==> config.mk <==
export PLATFORM = sky130hd
export DESIGN_NAME = para_reply_framer_flat
export DESIGN_NICKNAME = d
export VERILOG_FILES = /design/src/rtl/para_reply_framer_if.sv /design/src/rtl/para_reply_framer.sv /design/src/flat_wrapper.sv
export SDC_FILE = /design/constraint.sdc
export NUM_CORES = 1
export LEC_CHECK = 0
export BUFFER_PORTS_ARGS = -buffer_cell sky130_fd_sc_hd__buf_4
export CORE_MARGIN = 2
export CORE_UTILIZATION = 58
export CTS_BUF_LIST = sky130_fd_sc_hd__clkbuf_8
export CTS_CLUSTER_SIZE = 28
export DETAILED_ROUTE_END_ITERATION = 7
export GPL_TIMING_DRIVEN = 0
export PLACE_DENSITY = 0.8
export SLEW_MARGIN = 0
export SYNTH_ARGS = -nofsm -noshare
export SYNTH_HDL_FRONTEND = slang
export SYNTH_SLANG_ARGS = --single-unit
==> constraint.sdc <==
create_clock -name clk -period 5.15 [get_ports clk]
set_clock_uncertainty 0.2 [all_clocks]
set_input_delay 1.03 -clock clk [delete_from_list [all_inputs] [get_ports clk]]
set_output_delay 1.03 -clock clk [all_outputs]
set_load 0.01 [all_outputs]
==> src/rtl/para_reply_framer_if.sv <==
// Signal bundle between the parameter-reply framer, its request source and the
// UART it feeds. The framer side uses the master modport.
interface para_reply_framer_if #(
    parameter int NUM_FIELDS = 6
);
    logic                     enquire_flag;
    logic [7:0]               ctrl_code;
    logic [32*NUM_FIELDS-1:0] field_data;
    logic                     tx_idle;
    logic [7:0]               tx_data;
    logic                     start_tx;
    logic                     busy;
    logic                     done;
    logic                     err;
    logic [2:0]               fsm_state;

    // Handshake: start_tx is a one-cycle strobe qualifying tx_data, and tx_data
    // is held until the UART reports the byte done with a falling tx_idle.
    // enquire_flag is a level sampled only while idle; there is no ready path
    // back to the requester, so a request raised while busy is simply dropped.
    modport master (
        input  enquire_flag,
        input  ctrl_code,
        input  field_data,
        input  tx_idle,
        output tx_data,
        output start_tx,
        output busy,
        output done,
        output err,
        output fsm_state
    );

    modport slave (
        output enquire_flag,
        output ctrl_code,
        output field_data,
        output tx_idle,
        input  tx_data,
        input  start_tx,
        input  busy,
        input  done,
        input  err,
        input  fsm_state
    );
endinterface

==> src/rtl/para_reply_framer.sv <==
// Serialises a snapshot of NUM_FIELDS 32-bit parameters into a byte frame
// (start, ctrl, length, payload, checksum, end) one UART byte at a time.
module para_reply_framer #(
    parameter int         NUM_FIELDS = 6,
    parameter logic [7:0] START_CODE = 8'hAA,
    parameter logic [7:0] END_CODE   = 8'h55,
    parameter int         TX_TIMEOUT = 100000
) (
    input  logic                clk,
    input  logic                rst_n,
    para_reply_framer_if.master bus
);
    localparam int          LEN      = 4 * NUM_FIELDS;
    localparam logic [15:0] LEN16    = 16'(LEN);
    localparam logic [6:0]  CHK_IDX  = 7'(LEN + 4);
    localparam logic [6:0]  LAST_IDX = 7'(LEN + 5);
    localparam logic [23:0] TO_LAST  = 24'(TX_TIMEOUT - 1);

    typedef enum logic [2:0] {
        IDLE = 3'd0,
        LOAD = 3'd1,
        SEND = 3'd2,
        WAIT = 3'd3,
        FIN  = 3'd4
    } state_t;

    state_t                   state;
    state_t                   state_next;
    logic [6:0]               idx;
    logic [7:0]               chk_sum;
    logic [23:0]              to_cnt;
    logic [7:0]               ctrl_snap;
    logic [32*NUM_FIELDS-1:0] field_snap;
    logic [7:0]               tx_data_q;
    logic                     start_q;
    logic                     busy_q;
    logic                     done_q;
    logic                     err_q;
    logic                     sync_q1;
    logic                     sync_q2;
    logic                     tx_done;
    logic [6:0]               pay_idx;
    logic [7:0]               pay_byte;
    logic [7:0]               sel_byte;
    logic                     in_sum;
    logic                     timeout_hit;

    // tx_idle comes from another clock domain; its falling edge marks byte done.
    always_ff @(posedge clk or negedge rst_n) begin
        if (!rst_n) begin
            sync_q1 <= 1'b1;
            sync_q2 <= 1'b1;
        end else begin
            sync_q1 <= bus.tx_idle;
            sync_q2 <= sync_q1;
        end
    end

    assign tx_done = sync_q2 & ~sync_q1;

    always_comb begin
        pay_idx  = idx - 7'd4;
        pay_byte = 8'h00;
        for (int j = 0; j < LEN; j++) begin
            if (pay_idx == 7'(j)) pay_byte = field_snap[8*j +: 8];
        end
        sel_byte = pay_byte;
        if (idx == 7'd0)           sel_byte = START_CODE;
        else if (idx == 7'd1)      sel_byte = ctrl_snap;
        else if (idx == 7'd2)      sel_byte = LEN16[7:0];
        else if (idx == 7'd3)      sel_byte = LEN16[15:8];
        else if (idx == CHK_IDX)   sel_byte = ~chk_sum;
        else if (idx == LAST_IDX)  sel_byte = END_CODE;
    end

    // Checksum covers ctrl, both length bytes and the payload.
    assign in_sum      = (idx != 7'd0) && (idx < CHK_IDX);
    // A byte-done landing on the terminal count wins over the timeout.
    assign timeout_hit = (state == WAIT) && !tx_done && (to_cnt == TO_LAST);

    always_comb begin
        state_next = state;
        case (state)
            IDLE: if (bus.enquire_flag) state_next = LOAD;
            LOAD: state_next = SEND;
            SEND: state_next = WAIT;
            WAIT: begin
                if (tx_done)          state_next = (idx < LAST_IDX) ? LOAD : FIN;
                else if (timeout_hit) state_next = IDLE;
            end
            FIN:  state_next = IDLE;
            default: state_next = IDLE;
        endcase
    end

    always_ff @(posedge clk or negedge rst_n) begin
        if (!rst_n) state <= IDLE;
        else        state <= state_next;
    end

    always_ff @(posedge clk or negedge rst_n) begin
        if (!rst_n) begin
            idx        <= '0;
            chk_sum    <= '0;
            to_cnt     <= '0;
            ctrl_snap  <= '0;
            field_snap <= '0;
            tx_data_q  <= '0;
        end else begin
            case (state)
                IDLE: begin
                    if (bus.enquire_flag) begin
                        ctrl_snap  <= bus.ctrl_code;
                        field_snap <= bus.field_data;
                        idx        <= '0;
                        chk_sum    <= '0;
                    end
                end
                LOAD: begin
                    tx_data_q <= sel_byte;
                    if (in_sum) chk_sum <= chk_sum + sel_byte;
                end
                SEND: to_cnt <= '0;
                WAIT: begin
                    to_cnt <= to_cnt + 24'd1;
                    if (tx_done && (idx < LAST_IDX)) idx <= idx + 7'd1;
                end
                default: ;
            endcase
        end
    end

    // Status outputs are registered decodes of the state just left.
    always_ff @(posedge clk or negedge rst_n) begin
        if (!rst_n) begin
            start_q <= 1'b0;
            busy_q  <= 1'b0;
            done_q  <= 1'b0;
            err_q   <= 1'b0;
        end else begin
            start_q <= (state == SEND);
            busy_q  <= (state != IDLE);
            done_q  <= (state == FIN);
            err_q   <= timeout_hit;
        end
    end

    assign bus.tx_data   = tx_data_q;
    assign bus.start_tx  = start_q;
    assign bus.busy      = busy_q;
    assign bus.done      = done_q;
    assign bus.err       = err_q;
    assign bus.fsm_state = state;

    a_start_pulse: assert property (@(posedge clk) disable iff (!rst_n)
        start_q |=> !start_q);
    a_data_hold: assert property (@(posedge clk) disable iff (!rst_n)
        (state == WAIT) |=> $stable(tx_data_q));
    a_done_err_excl: assert property (@(posedge clk) disable iff (!rst_n)
        !(done_q && err_q));
endmodule

==> src/flat_wrapper.sv <==
// flat-port wrapper written by rule: the top's interface ports become plain ports
module para_reply_framer_flat 
#(
    parameter int         NUM_FIELDS = 6,
    parameter logic [7:0] START_CODE = 8'hAA,
    parameter logic [7:0] END_CODE   = 8'h55,
    parameter int         TX_TIMEOUT = 100000
)
  (clk, rst_n, bus_enquire_flag, bus_ctrl_code, bus_field_data, bus_tx_idle, bus_tx_data, bus_start_tx, bus_busy, bus_done, bus_err, bus_fsm_state);
  para_reply_framer_if #(.NUM_FIELDS(NUM_FIELDS)) bus_i ();
  input  logic clk;
  input  logic rst_n;
  input wire logic [$bits(bus_i.enquire_flag)-1:0] bus_enquire_flag;
  input wire logic [$bits(bus_i.ctrl_code)-1:0] bus_ctrl_code;
  input wire logic [$bits(bus_i.field_data)-1:0] bus_field_data;
  input wire logic [$bits(bus_i.tx_idle)-1:0] bus_tx_idle;
  output wire logic [$bits(bus_i.tx_data)-1:0] bus_tx_data;
  output wire logic [$bits(bus_i.start_tx)-1:0] bus_start_tx;
  output wire logic [$bits(bus_i.busy)-1:0] bus_busy;
  output wire logic [$bits(bus_i.done)-1:0] bus_done;
  output wire logic [$bits(bus_i.err)-1:0] bus_err;
  output wire logic [$bits(bus_i.fsm_state)-1:0] bus_fsm_state;
  assign bus_i.enquire_flag = bus_enquire_flag;
  assign bus_i.ctrl_code = bus_ctrl_code;
  assign bus_i.field_data = bus_field_data;
  assign bus_i.tx_idle = bus_tx_idle;
  assign bus_tx_data = bus_i.tx_data;
  assign bus_start_tx = bus_i.start_tx;
  assign bus_busy = bus_i.busy;
  assign bus_done = bus_i.done;
  assign bus_err = bus_i.err;
  assign bus_fsm_state = bus_i.fsm_state;
  para_reply_framer #(.NUM_FIELDS(NUM_FIELDS), .START_CODE(START_CODE), .END_CODE(END_CODE), .TX_TIMEOUT(TX_TIMEOUT)) u_core (.clk(clk), .rst_n(rst_n), .bus(bus_i));
endmodule
==> impl_metrics.json <==
{
  "r2r_cells": 18,
  "place_ws_ns": -0.163,
  "start_util": 0.588,
  "fin_ws_ns": 0.220,
  "fmax_mhz": 203,
  "clkSlewWorstSetupHoldPaths_ns": 0.07,
  "cp-start-kind": "register",
  "placedCellCount": 2035,
  "synth.distinct_cells": 77,
  "n_antenna_cell": 0,
  "rrSetupSlack_ns": 0.22,
  "ys_warn_count": 0,
  "wl_per_cell_um": 18.8,
  "grt_busiest_layer": "met2",
  "cts.sinks": 256,
  "cp_common_cell": "a21oi_1",
  "place_area_um2": 14800,
  "setup_viol": 0,
  "outcome": "complete, no violations",
  "design.die.area_um2": 23200,
  "cpPeakStageDelay_ns": 0.63,
  "antenna_found_initial": 0,
  "crit_chain": "inv_1 > ha_1 > clkbuf_2 > and4bb_2 > nand2_1 > buf_2 > nand2_1 > o221ai_1 > a211oi_1 > a21oi_1 > o21ai_1 > ha_1 > or2_2 > a21oi_1 > a21oi_1 > or3_1 > a21o_1 > mux2i_1",
  "maxCapViolCount": 0,
  "synth_nets": 1752,
  "insertion_delay_ns": 0.56,
  "cts.path.max_buffers": 3,
  "grt_pass1_wl_um": 62900,
  "row_count": 54,
  "crit_family": "compound AO/OA/AOI/OAI gates",
  "grt_usage": 0.337,
  "postSynthCellCount": 1535,
  "async_reset_ff_frac": 1.00,
  "finalNonFillerCells": 2111,
  "synth_area_um2": 12800,
  "worstMarginPinSlew_ns": 1.14,
  "root_buffer": "clkbuf_8",
  "peakVddDrop_mv": 0.288,
  "ys_seq_area_frac": 0.502,
  "path_buf_inv": 3,
  "critical_path.slowest_cell": "a211oi_1",
  "io_buffers": 218,
  "overflow": 0,
  "cp-end-kind": "register",
  "crit_type": "reg2reg",
  "whs_ns": 0.156,
  "grt_max_degree": 121,
  "cts_buffers": 42,
  "slew_violations": 0,
  "drive_gt1_frac": 0.190,
  "io_pins": 219,
  "vias_per_cell": 5.84,
  "dr.pass1.iters": 6,
  "die_width_um": 152,
  "critPathMaxFanout": 10,
  "power.density_nw_per_um2": 495,
  "globalRouteMet2Util": 0.532,
  "syn_avg_cell_area_um2": 8.31,
  "min_period_over_period": 0.957,
  "gp_congestion": 1.02,
  "num-fill-cells": 1731,
  "rsz0062_at_grt": "false",
  "synth_edf_count": 0,
  "grt_use_met1": 0.468,
  "fp.dieH_um": 152,
  "crit_required_ns": 5.39,
  "drcViolationCount": 0,
  "ys.flop_type": "dfrtp_1",
  "finish.instance_area_um2": 15800,
  "area_growth_pct": 23.5,
  "grt_use_met3": 0.0577,
  "ys_ff_latch": 256,
  "max_slew_margin": 0.231,
  "core_area_um2": 21700,
  "reg2reg_to": "u_core.chk_sum[7]$_DFFE_PN0P_",
  "grt_pass1_vias": 12200,
  "fin_crit_ns": 4.93,
  "power_leakage_nw": 7.99,
  "post_cts_hold_buffer_count": 0,
  "cts_tree": "done",
  "hold_viol_final": 0,
  "htree_levels": 2,
  "reg2reg_from": "u_core.idx[0]$_DFFE_PN0P_",
  "final_nets": 2018,
  "num_vias": 12300,
  "drt_iter0_drc": 1073,
  "drt-total-wl_um": 39700,
  "fin_tns_setup_ns": 0,
  "ant_nets": 0,
  "cp.arrival_ns": 5.17,
  "dp_hpwl_um": 29900,
  "holdCritPathClass": "in2async"
}
-- final cells by class --
type,count,area [um^2],share of cell area
buffer,79,347,0.0220
clock buffer,59,812,0.0515
clock inverter,15,91.3,0.00580
inverter,17,63.8,0.00405
multi-input combinational,1183,5970,0.379
sequential,256,6410,0.407
tap,280,350,0.0222
timing repair buffer,222,1710,0.109
-- placed cells by master (no fill, tap or decap), types with 6 or more instances in the layout --
cell / synthesis / routed
nor2_1: 71 / 69
xnor2_1: 6 / 6
o221ai_1: 9 / 9
buf_2: 11 / 11
nand4_1: 15 / 15
dfrtp_1: 254 / 253
and2_1: 6 / 6
a22o_1: 11 / 11
a21o_1: 7 / 7
nand3_1: 42 / 42
inv_1: 17 / 26
a221o_1: 8 / 8
nor4_1: 11 / 11
a22oi_1: 9 / 9
a221oi_1: 13 / 13
nor3_1: 28 / 28
o211ai_1: 16 / 16
nor2_2: 8 / 10
nand2_1: 663 / 663
nor2b_1: 7 / 7
clkbuf_1: 61 / 60
or3_1: 8 / 8
and3_1: 7 / 7
ha_1: 12 / 12
mux2i_1: 6 / 6
buf_4: 3 / 222
o21ai_1: 5 / 6
xor2_1: 13 / 13
o22ai_1: 15 / 15
o21ai_0: 51 / 50
a21oi_1: 47 / 47
a211oi_1: 7 / 7
nand2b_1: 7 / 7
a31oi_1: 6 / 6
mux2_2: 6 / 6
clkbuf_8: 0 / 59
-- stage by stage --
| step | power, mW | utilization |
|---|---|---|
| finish | 7.80 | 0.726 |
| global route | 8.26 | 0.726 |
| CTS | 7.73 | 0.725 |
| detailed placement | 5.83 | 0.683 |
| global placement | 5.70 | 0.680 |
| floorplan | 4.84 | - |
-- how the worst max path moves through the flow --
stage | startpoint | end | slack (ns) | cells after the start
6_report | u_core.idx[0]$_DFFE_PN0P_ | u_core.chk_sum[7]$_DFFE_PN0P_ | 0.22 | 18
3_3_place_gp | u_core.idx[0]$_DFFE_PN0P_ | u_core.chk_sum[7]$_DFFE_PN0P_ | -0.05 | 20
5_1_grt | u_core.idx[0]$_DFFE_PN0P_ | u_core.chk_sum[7]$_DFFE_PN0P_ | 0.02 | 21
4_1_cts | u_core.idx[1]$_DFFE_PN0P_ | u_core.chk_sum[7]$_DFFE_PN0P_ | 0.06 | 17
2_1_floorplan | u_core.idx[1]$_DFFE_PN0P_ | u_core.chk_sum[7]$_DFFE_PN0P_ | 1.10 | 18
3_5_place_dp | u_core.idx[0]$_DFFE_PN0P_ | u_core.chk_sum[7]$_DFFE_PN0P_ | -0.16 | 20
-- worst register-to-register path, stage by stage (launching register included) --
cell,delay (ns)
dfrtp_2,0.45
inv_1,0.12
ha_1,0.24
clkbuf_2,0.29
and4bb_2,0.37
nand2_1,0.14
buf_2,0.22
nand2_1,0.10
o221ai_1,0.18
a211oi_1,0.63
a21oi_1,0.13
o21ai_1,0.30
ha_1,0.33
or2_2,0.29
a21oi_1,0.15
a21oi_1,0.07
or3_1,0.32
a21o_1,0.17
mux2i_1,0.11
-- per-layer routing --
metal,vias to the layer above,part of all wire
met2,604,0.46
met3,115,0.083
li1,5729,-
met5,-,0
met1,5889,0.42
met4,0,0.037
-- synth_stat cells, drive strengths merged, types with 7 or more instances --
library cell,number,area share
or3,8,0.0039
and2,8,0.0039
dfrtp,254,0.50
ha,12,0.012
clkbuf,61,0.018
a211oi,8,0.0051
o22ai,15,0.0074
o221ai,9,0.0062
xor2,13,0.0089
nand2b,7,0.0034
nor3,29,0.012
o21ai,56,0.022
nand4,15,0.0074
and3,7,0.0034
nor2,80,0.026
inv,17,0.0050
nor4,11,0.0054
a21oi,47,0.018
a221o,8,0.0063
buf,18,0.0090
nor2b,7,0.0034
o211ai,18,0.011
a221oi,13,0.0089
nand3,42,0.016
a22oi,9,0.0053
nand2,663,0.20
a21o,7,0.0041
a22o,11,0.0075
-- state kept, by name, indices dropped and copies added (netlist names), 3 cells and up --
| name | count |
|---|---|
| u_core.field_snap | 192 |
| u_core.to_cnt | 24 |
| u_core.bus.tx_data | 8 |
| u_core.chk_sum | 8 |
| u_core.ctrl_snap | 8 |
| u_core.idx | 7 |
| u_core.bus.fsm_state | 3 |
-- repair_timing --
item / in CTS / in global routing
pin swaps: 0 / 2
setup endpoints to repair: 1 / 3
resized for setup: 2 / 7
buffers inserted: 0 / 2
-- power by group --
part | total (mW) | leakage [nW] | switching, mW | internal [mW]
registers | 3.41 | 3.25 | 0.589 | 2.82
clock network | 1.89 | 0.502 | 0.826 | 1.06
logic | 2.49 | 4.23 | 1.53 | 0.958
total | 7.80 | 7.99 | 2.95 | 4.85
-- logic make-up after synthesis --
family	share of synthesized area
and+or+nand+nor	0.302
DFF	0.502
AOI/OAI and AO/OA	0.127
buffers and inverters	0.0320
xor gates and xnor gates	0.0130
adders and majority gates	0.0133
muxes	0.0100
(Power assumes the default switching activity.)
